[src/rtl/branch_condition_unit_if.sv]
// Bundles the flag, decode and pipeline-control signals of the branch condition unit.
// master drives the decode/flag inputs; slave is the branch condition unit itself.
interface branch_condition_unit_if;
  logic [3:0]  psr_flags;
  logic [3:0]  alu_flags;
  logic        alu_cc_we;
  logic        id_is_branch;
  logic [3:0]  cond;
  logic        annul;
  logic        stall;
  logic        branch_taken;
  logic        annul_slot;
  logic        in_delay_slot;
  logic [15:0] branch_count;
  logic [15:0] taken_count;

  modport master (
    output psr_flags, alu_flags, alu_cc_we, id_is_branch, cond, annul, stall,
    input  branch_taken, annul_slot, in_delay_slot, branch_count, taken_count
  );

  modport slave (
    input  psr_flags, alu_flags, alu_cc_we, id_is_branch, cond, annul, stall,
    output branch_taken, annul_slot, in_delay_slot, branch_count, taken_count
  );
endinterface

[src/rtl/branch_condition_unit.sv]
// SPARC Bicc evaluation with same-cycle ALU flag forwarding and delay-slot annul control.
// Define BCU_STATS_EN to build the saturating branch/taken counters.
module branch_condition_unit (
  input  logic                   clk,
  input  logic                   Clr,
  branch_condition_unit_if.slave bus
);

  typedef enum logic {IDLE, SLOT} state_t;

  state_t     state_q, state_d;
  logic       branch_taken_q, branch_taken_d;
  logic       annul_slot_q, annul_slot_d;
  logic       in_delay_slot_q, in_delay_slot_d;
  logic [3:0] eff;
  logic       z, c, n, v;
  logic       base_cond, cond_true, annul_now;

`ifdef BCU_STATS_EN
  logic [15:0] branch_count_q, branch_count_d;
  logic [15:0] taken_count_q, taken_count_d;
`endif

  // Flag order is {Z, C, N, V}; the ALU's flags win when it writes the codes this cycle.
  assign eff = bus.alu_cc_we ? bus.alu_flags : bus.psr_flags;
  assign z   = eff[3];
  assign c   = eff[2];
  assign n   = eff[1];
  assign v   = eff[0];

  // The upper half of the cond encoding is the complement of the lower half.
  always_comb begin
    // NOTE: every always_comb target gets a default first so no path can infer a latch.
    base_cond = 1'b0;
    case (bus.cond[2:0])
      3'd0: base_cond = 1'b0;
      3'd1: base_cond = z;
      3'd2: base_cond = z | (n ^ v);
      3'd3: base_cond = n ^ v;
      3'd4: base_cond = c | z;
      3'd5: base_cond = c;
      3'd6: base_cond = n;
      3'd7: base_cond = v;
      default: base_cond = 1'b0;
    endcase
    cond_true = bus.cond[3] ? ~base_cond : base_cond;
    // Only "branch always" annuls a taken slot; untaken branches annul whenever a=1.
    annul_now = cond_true ? (bus.annul && (bus.cond == 4'h8)) : bus.annul;
  end

  always_comb begin
    state_d         = state_q;
    branch_taken_d  = branch_taken_q;
    annul_slot_d    = annul_slot_q;
    in_delay_slot_d = in_delay_slot_q;
`ifdef BCU_STATS_EN
    branch_count_d  = branch_count_q;
    taken_count_d   = taken_count_q;
`endif
    if (!bus.stall) begin
      case (state_q)
        IDLE: begin
          branch_taken_d  = 1'b0;
          annul_slot_d    = 1'b0;
          in_delay_slot_d = 1'b0;
          if (bus.id_is_branch) begin
            state_d         = SLOT;
            branch_taken_d  = cond_true;
            annul_slot_d    = annul_now;
            in_delay_slot_d = 1'b1;
`ifdef BCU_STATS_EN
            if (branch_count_q != 16'hFFFF) branch_count_d = branch_count_q + 16'd1;
            if (cond_true && taken_count_q != 16'hFFFF) taken_count_d = taken_count_q + 16'd1;
`endif
          end
        end
        // A branch arriving here is a DCTI couple and is dropped without evaluation.
        SLOT: begin
          state_d         = IDLE;
          branch_taken_d  = 1'b0;
          annul_slot_d    = 1'b0;
          in_delay_slot_d = 1'b0;
        end
        default: state_d = IDLE;
      endcase
    end
  end

  always_ff @(posedge clk) begin
    // NOTE: sequential state uses non-blocking assignments so all flops update together.
    if (Clr) begin
      state_q         <= IDLE;
      branch_taken_q  <= 1'b0;
      annul_slot_q    <= 1'b0;
      in_delay_slot_q <= 1'b0;
`ifdef BCU_STATS_EN
      branch_count_q  <= 16'h0000;
      taken_count_q   <= 16'h0000;
`endif
    end else begin
      state_q         <= state_d;
      branch_taken_q  <= branch_taken_d;
      annul_slot_q    <= annul_slot_d;
      in_delay_slot_q <= in_delay_slot_d;
`ifdef BCU_STATS_EN
      branch_count_q  <= branch_count_d;
      taken_count_q   <= taken_count_d;
`endif
    end
  end

  assign bus.branch_taken  = branch_taken_q;
  assign bus.annul_slot    = annul_slot_q;
  assign bus.in_delay_slot = in_delay_slot_q;
`ifdef BCU_STATS_EN
  assign bus.branch_count  = branch_count_q;
  assign bus.taken_count   = taken_count_q;
`else
  assign bus.branch_count  = 16'h0000;
  assign bus.taken_count   = 16'h0000;
`endif

endmodule

[src/flat_wrapper.sv]
// flat-port wrapper written by rule: the top's interface ports become plain ports
module branch_condition_unit_flat 
  (clk, Clr, bus_psr_flags, bus_alu_flags, bus_alu_cc_we, bus_id_is_branch, bus_cond, bus_annul, bus_stall, bus_branch_taken, bus_annul_slot, bus_in_delay_slot, bus_branch_count, bus_taken_count);
  branch_condition_unit_if bus_i ();
  input  logic clk;
  input  logic Clr;
  input wire logic [$bits(bus_i.psr_flags)-1:0] bus_psr_flags;
  input wire logic [$bits(bus_i.alu_flags)-1:0] bus_alu_flags;
  input wire logic [$bits(bus_i.alu_cc_we)-1:0] bus_alu_cc_we;
  input wire logic [$bits(bus_i.id_is_branch)-1:0] bus_id_is_branch;
  input wire logic [$bits(bus_i.cond)-1:0] bus_cond;
  input wire logic [$bits(bus_i.annul)-1:0] bus_annul;
  input wire logic [$bits(bus_i.stall)-1:0] bus_stall;
  output wire logic [$bits(bus_i.branch_taken)-1:0] bus_branch_taken;
  output wire logic [$bits(bus_i.annul_slot)-1:0] bus_annul_slot;
  output wire logic [$bits(bus_i.in_delay_slot)-1:0] bus_in_delay_slot;
  output wire logic [$bits(bus_i.branch_count)-1:0] bus_branch_count;
  output wire logic [$bits(bus_i.taken_count)-1:0] bus_taken_count;
  assign bus_i.psr_flags = bus_psr_flags;
  assign bus_i.alu_flags = bus_alu_flags;
  assign bus_i.alu_cc_we = bus_alu_cc_we;
  assign bus_i.id_is_branch = bus_id_is_branch;
  assign bus_i.cond = bus_cond;
  assign bus_i.annul = bus_annul;
  assign bus_i.stall = bus_stall;
  assign bus_branch_taken = bus_i.branch_taken;
  assign bus_annul_slot = bus_i.annul_slot;
  assign bus_in_delay_slot = bus_i.in_delay_slot;
  assign bus_branch_count = bus_i.branch_count;
  assign bus_taken_count = bus_i.taken_count;
  branch_condition_unit u_core (.clk(clk), .Clr(Clr), .bus(bus_i));
endmodule
[config.mk]
export PLATFORM = sky130hd
export DESIGN_NAME = branch_condition_unit_flat
export DESIGN_NICKNAME = d
export VERILOG_FILES = /design/src/rtl/branch_condition_unit_if.sv /design/src/rtl/branch_condition_unit.sv /design/src/flat_wrapper.sv
export SDC_FILE = /design/constraint.sdc
export NUM_CORES = 1
export LEC_CHECK = 0
export ABC_AREA = 1
export CAP_MARGIN = 20
export CORE_ASPECT_RATIO = 0.8
export CORE_MARGIN = 3
export CORE_UTILIZATION = 34
export DETAILED_ROUTE_END_ITERATION = 10
export PLACE_DENSITY = 0.95
export SYNTH_ARGS = -nofsm -noshare
export SYNTH_HDL_FRONTEND = slang
export SYNTH_SLANG_ARGS = --single-unit
[constraint.sdc]
create_clock -name clk -period 3.23 [get_ports clk]
set_clock_uncertainty 0.1 [all_clocks]
set_input_delay 0.646 -clock clk [delete_from_list [all_inputs] [get_ports clk]]
set_output_delay 0.646 -clock clk [all_outputs]
set_load 0.05 [all_outputs]
; Word-level counts from Yosys, hierarchy flattened
; Index checks and enable logic that the tools add are counted.
[word_totals]
reg_bits = 3
inputBits = 18
out_inout_bits = 35
elab_cells = 28
[classes]
n_eq_ne = 8
muxes = 10
bitwise = 5
reduce_logical = 2
[ops]
columns = cell, n
row1 = "== test 3 bit, second input constant", 4
row2 = case mux 1 bit (8 select lines), 1
row3 = "== test 3 x 2 -> 1 bit, second input constant", 2
row4 = case mux 1 bit (2 select lines), 3
row5 = two-way mux 1 bit, 5
row6 = "== test 4 bit, second input constant", 1
row7 = two-way mux 4 bit, 1
row8 = "== test 3 x 1 -> 1 bit, second input constant", 1
row9 = zero test 3 bit, 1
row10 = NOT 1 bit, 2
row11 = OR 1 bit, 2
row12 = logical AND 1 bit, 1
row13 = XOR 1 bit, 1

; Longest topological paths before layout
[logic_depth]
word_depth = 9
ltp_mapped = 12

; Worst setup path before layout
; No wires, ideal clock.
[synth_timing]
kind = input port to flip-flop
startpoint = input bus_alu_cc_we
endpoint = register u_core.annul_slot_q (netlist: u_core.bus.annul_slot)
arrival_time_ns = 1.411
required_time_ns = 3.064
setup_slack_ns = 1.653
cell_stages = 11
n_path_buf = 0
cell_sequence = inv_2 nand2_2 nand2_2 nand3b_1 nand2_1 nand2_1 nand2_2 nand2_2 a21oi_2 nand2_1 a21oi_2
[synth_via]
elab_chain_cells = 9
[synth_rtl]
columns = element, line_no
row1 = from (decl), flat_wrapper.sv:9  ; input wire logic [$bits(bus_i.alu_cc_we)-1:0] bus_alu_cc_we;
row2 = two-way mux 4 bit *, branch_condition_unit.sv:25  ; assign eff = bus.alu_cc_we ? bus.alu_flags : bus.psr_flags;
row3 = XOR 1 bit, "branch_condition_unit.sv:38, branch_condition_unit.sv:39"
row4 = OR 1 bit, branch_condition_unit.sv:38  ; 3'd2: base_cond = z | (n ^ v);
row5 = case mux 1 bit (8 select lines) *, branch_condition_unit.sv:35  ; case (bus.cond[2:0])
row6 = NOT 1 bit, branch_condition_unit.sv:46  ; cond_true = bus.cond[3] ? ~base_cond : base_cond;
row7 = two-way mux 1 bit *, branch_condition_unit.sv:46
row8 = two-way mux 1 bit *, branch_condition_unit.sv:48  ; annul_now = cond_true ? (bus.annul && (bus.cond == 4'h8)) : bus.annul;
row9 = two-way mux 1 bit *, branch_condition_unit.sv:66  ; if (bus.id_is_branch) begin
row10 = case mux 1 bit (2 select lines) *, branch_condition_unit.sv:61  ; case (state_q)
row11 = to (signal assigned), branch_condition_unit.sv:103  ; annul_slot_q <= annul_slot_d;
row12 = to (decl), branch_condition_unit.sv:13  ; logic annul_slot_q, annul_slot_d;
; Mark *: on every way between the ends. The rest lies on a longest branch, timed or not.
; A chain may end at the register's enable or synchronous reset.

; Worst setup path after layout
; Same ends and word-level chain as after synthesis.

==> results by group <==
Status
  • Status: complete, no violations

Hold path
  • Worst Hold Endpoint: u_core.state_q$_SDFFE_PP0N_
  • Hold_sp: u_core.state_q$_SDFFE_PP0N_
  • WHS Path Cells: 2
  • Hold Crit Class: register to register

Synth
  • Post-synthesis cell count: 99
  • Mean Syn Cell Area: 6.19 um2
  • #FFs+latches synth: 3
  • Synth Cell Area: 613 um2
  • Compound-Gate Fraction of Synth Area: under 10%
  • Distinct cells, synth: 16
  • Mux cell area share after synthesis: 0%
  • Combinational family with the most area after synthesis: buffers and inverters
  • Synth Area in XOR/XNOR: 0%
  • Fraction of the mapped netlist area in adder cells: 0%
  • YS warnings: 0
  • Simple-Gate Fraction of Synth Area: between 30% and 40%
  • Sequential element share of the synthesized area: under 10%

Clocking
  • CTS max path bufs: 2
  • Num CTS Buffers: 3
  • CTS root buf: clkbuf_4
  • Cts hold-fix bufs: 0
  • CTS sink count: 3
  • Clk_lat worst skew: 230 ps
  • H-tree depth: 1
  • Clk slew on worst S/H paths: 30 ps
  • Setup bufs post-CTS: 0
  • Post-CTS sizing: 0
  • CTS tree: done

Worst setup path
  • CP required: roughly 3300 ps
  • Cell mode on critical path: nand2_1
  • FF-to-FF setup slack: 2170 ps
  • Worst-path cell chain: clkdlybuf4s50_1, inv_2, nand2_1, nand2_1, nand2_1, nand3b_1, nand2_1, nand2_1, nand2_2, nand2_2, a21oi_2, nand2_1, a21oi_2
  • Critical R2R Capture: u_core.bus.annul_slot$_SDFFE_PP0N_
  • CP max stage cell: clkdlybuf4s50_1
  • CP top delay family: buffers and inverters
  • Crit path launch type: input port
  • Worst path max stage delay: 590 ps
  • CP Depth: 13
  • CP bufs+invs: 2
  • Crit path DAT: 2190 ps
  • Worst Reg-to-Reg Cells: 7
  • FF-to-FF Start: u_core.state_q$_SDFFE_PP0N_
  • CP Capture Type: register
  • CP max FO: 7
  • Setup CP Type: input port to register

Timing
  • Hold WS: 371 ps
  • Worst-margin pin slew: 498 ps
  • Unrepaired setup endpoints after global routing: false
  • Fin crit period: 2130 ps
  • Setup TNS: 0 ps
  • Fmax: 0.470 GHz
  • Period Utilization, post-route: 65.8%
  • Final hold violations: 0
  • Final-report setup violation count: 0
  • Final Max Slew Viols: 0
  • Relative slew slack: 66.7%

Routing
  • Vias per std cell: roughly 4.0
  • Antenna Nets Post-Route: 0
  • WL met3: between 100 and 150 um
  • Average wire per standard cell: 8.91 um
  • Vias: 580
  • Met2 WL: about 690 um
  • DRC Markers: 0
  • Drt pass-1 iters: 5
  • Violation count after the first detailed-route iteration: 17
  • Uppermost layer routed: met4
  • Met1 WL: 443 um
  • Routed Wire Length: 1280 um

Floorplanning
  • Die Span Y: 44.0 um
  • Row Count: 13
  • Die width: 53.5 um
  • Starting density of the core: roughly 37%
  • Die ar.: 0.00235 mm2
  • Core Box Area: 0.00166 mm2
  • Boundary Pins: 53

Finish
  • Most frequent cells in the layout: 32 x conb_1, 24 x nand2_1, 20 x clkdlybuf4s50_1
  • Share of post-route cells with drive strength above 1: 15.6%
  • Commonest non-fill, non-tap cell in the layout: conb_1
  • Area Overhead vs Synth: 21.2%
  • Fin util: 44.8%
  • Ant diodes: 0
  • Filler Cells Inserted: 176
  • Nets: roughly 140

Pwr
  • LEAKAGE: 0.398 nW
  • Max VDD drop: 116 uV
  • Power Density: around 350 mW/mm2

Global routing
  • Vias in the first global route: 485
  • GR Util All Layers: 10.6%
  • Largest net degree at the start of global routing: 8
  • Gr ovfl total: 0
  • Initial antenna violation count: 0
  • Global-route wire length before repair: between 1500 and 2000 um

Placement
  • Post-DP HPWL: 1130 um
  • I/O Buffers: 20
  • Gpl congestion: approximately 0.74

Job
  • Max-cap check violation count: 0
-- routing by layer --
metal	global-route usage [%]	vias up
li1	-	286
met1	11.5	250
met2	19.3	40
met3	2.41	4
met4	4.59	0
met5	0	-
-- Yosys cell counts --
master | count | area share (%)
buf_4 | 32 | 39
conb_1 | 1 | 0.61
a21oi_1 | 3 | 2.4
bufinv_8 | 1 | 2.9
a21oi_2 | 2 | 2.9
o21ai_0 | 1 | 0.82
o21ai_2 | 1 | 1.4
nand2_2 | 10 | 10
nand3_1 | 6 | 4.9
nor2_1 | 4 | 2.4
nand3b_1 | 1 | 1.2
nand4_1 | 1 | 1.0
dfxtp_1 | 3 | 9.8
nand2_1 | 24 | 15
inv_1 | 7 | 4.3
inv_2 | 2 | 1.2
-- kinds of logic after synthesis --
logic type,count (synthesis)
AOI/OAI and AO/OA,7
buffers and inverters,42
DFF,3
other,1
and+or+nand+nor,46
-- where the power goes --
group / internal [mW] / leakage, nW / total (mW) / switching, mW
Sequential: 0.0390 / 0.0245 / 0.0400 / 0.00103
Combinational: 0.0357 / 0.358 / 0.153 / 0.117
Clock: 0.0463 / 0.0150 / 0.0666 / 0.0203
Total: 0.121 / 0.398 / 0.260 / 0.139
-- how the worst max path moves through the flow --
stage	from	end	slack, ps
final	bus_alu_cc_we	u_core.bus.annul_slot$_SDFFE_PP0N_	1100
after global routing	bus_alu_cc_we	u_core.bus.annul_slot$_SDFFE_PP0N_	910
after CTS	u_core.bus.annul_slot$_SDFFE_PP0N_	bus_annul_slot	1100
after detailed placement	bus_alu_cc_we	u_core.bus.annul_slot$_SDFFE_PP0N_	870
after global placement	bus_alu_cc_we	u_core.bus.annul_slot$_SDFFE_PP0N_	960
after floorplan	bus_alu_cc_we	u_core.bus.annul_slot$_SDFFE_PP0N_	1650
-- per-stage QoR --
step	setup slack, ps	cells	total power, mW	cell area, um2
2_1_floorplan	1650	130	0.189	729
3_3_place_gp	956	140	0.189	717
3_5_place_dp	872	140	0.192	717
4_1_cts	1100	144	0.260	743
5_1_grt	911	144	0.273	743
6_report	1100	144	0.260	743
-- cell type report --
cell class	count	area, um2	area share, %
tap	22	27.5	3.70
sequential	3	60.1	8.08
multi-input combinational	85	378	50.8
clock buffer	4	26.3	3.54
timing repair buffer	20	200	26.9
inverter	10	51.3	6.90
-- flip-flops by register name, summed over array words and instances (netlist names) --
register	flops
u_core.state_q	1
u_core.bus.annul_slot	1
u_core.bus.branch_taken	1
-- worst min-delay path: stages (launching register included) --
cell and delay [ps]:
dfxtp_1 310, nand2_1 50, a21oi_1 50
Power figures use the tool's default switching activity.
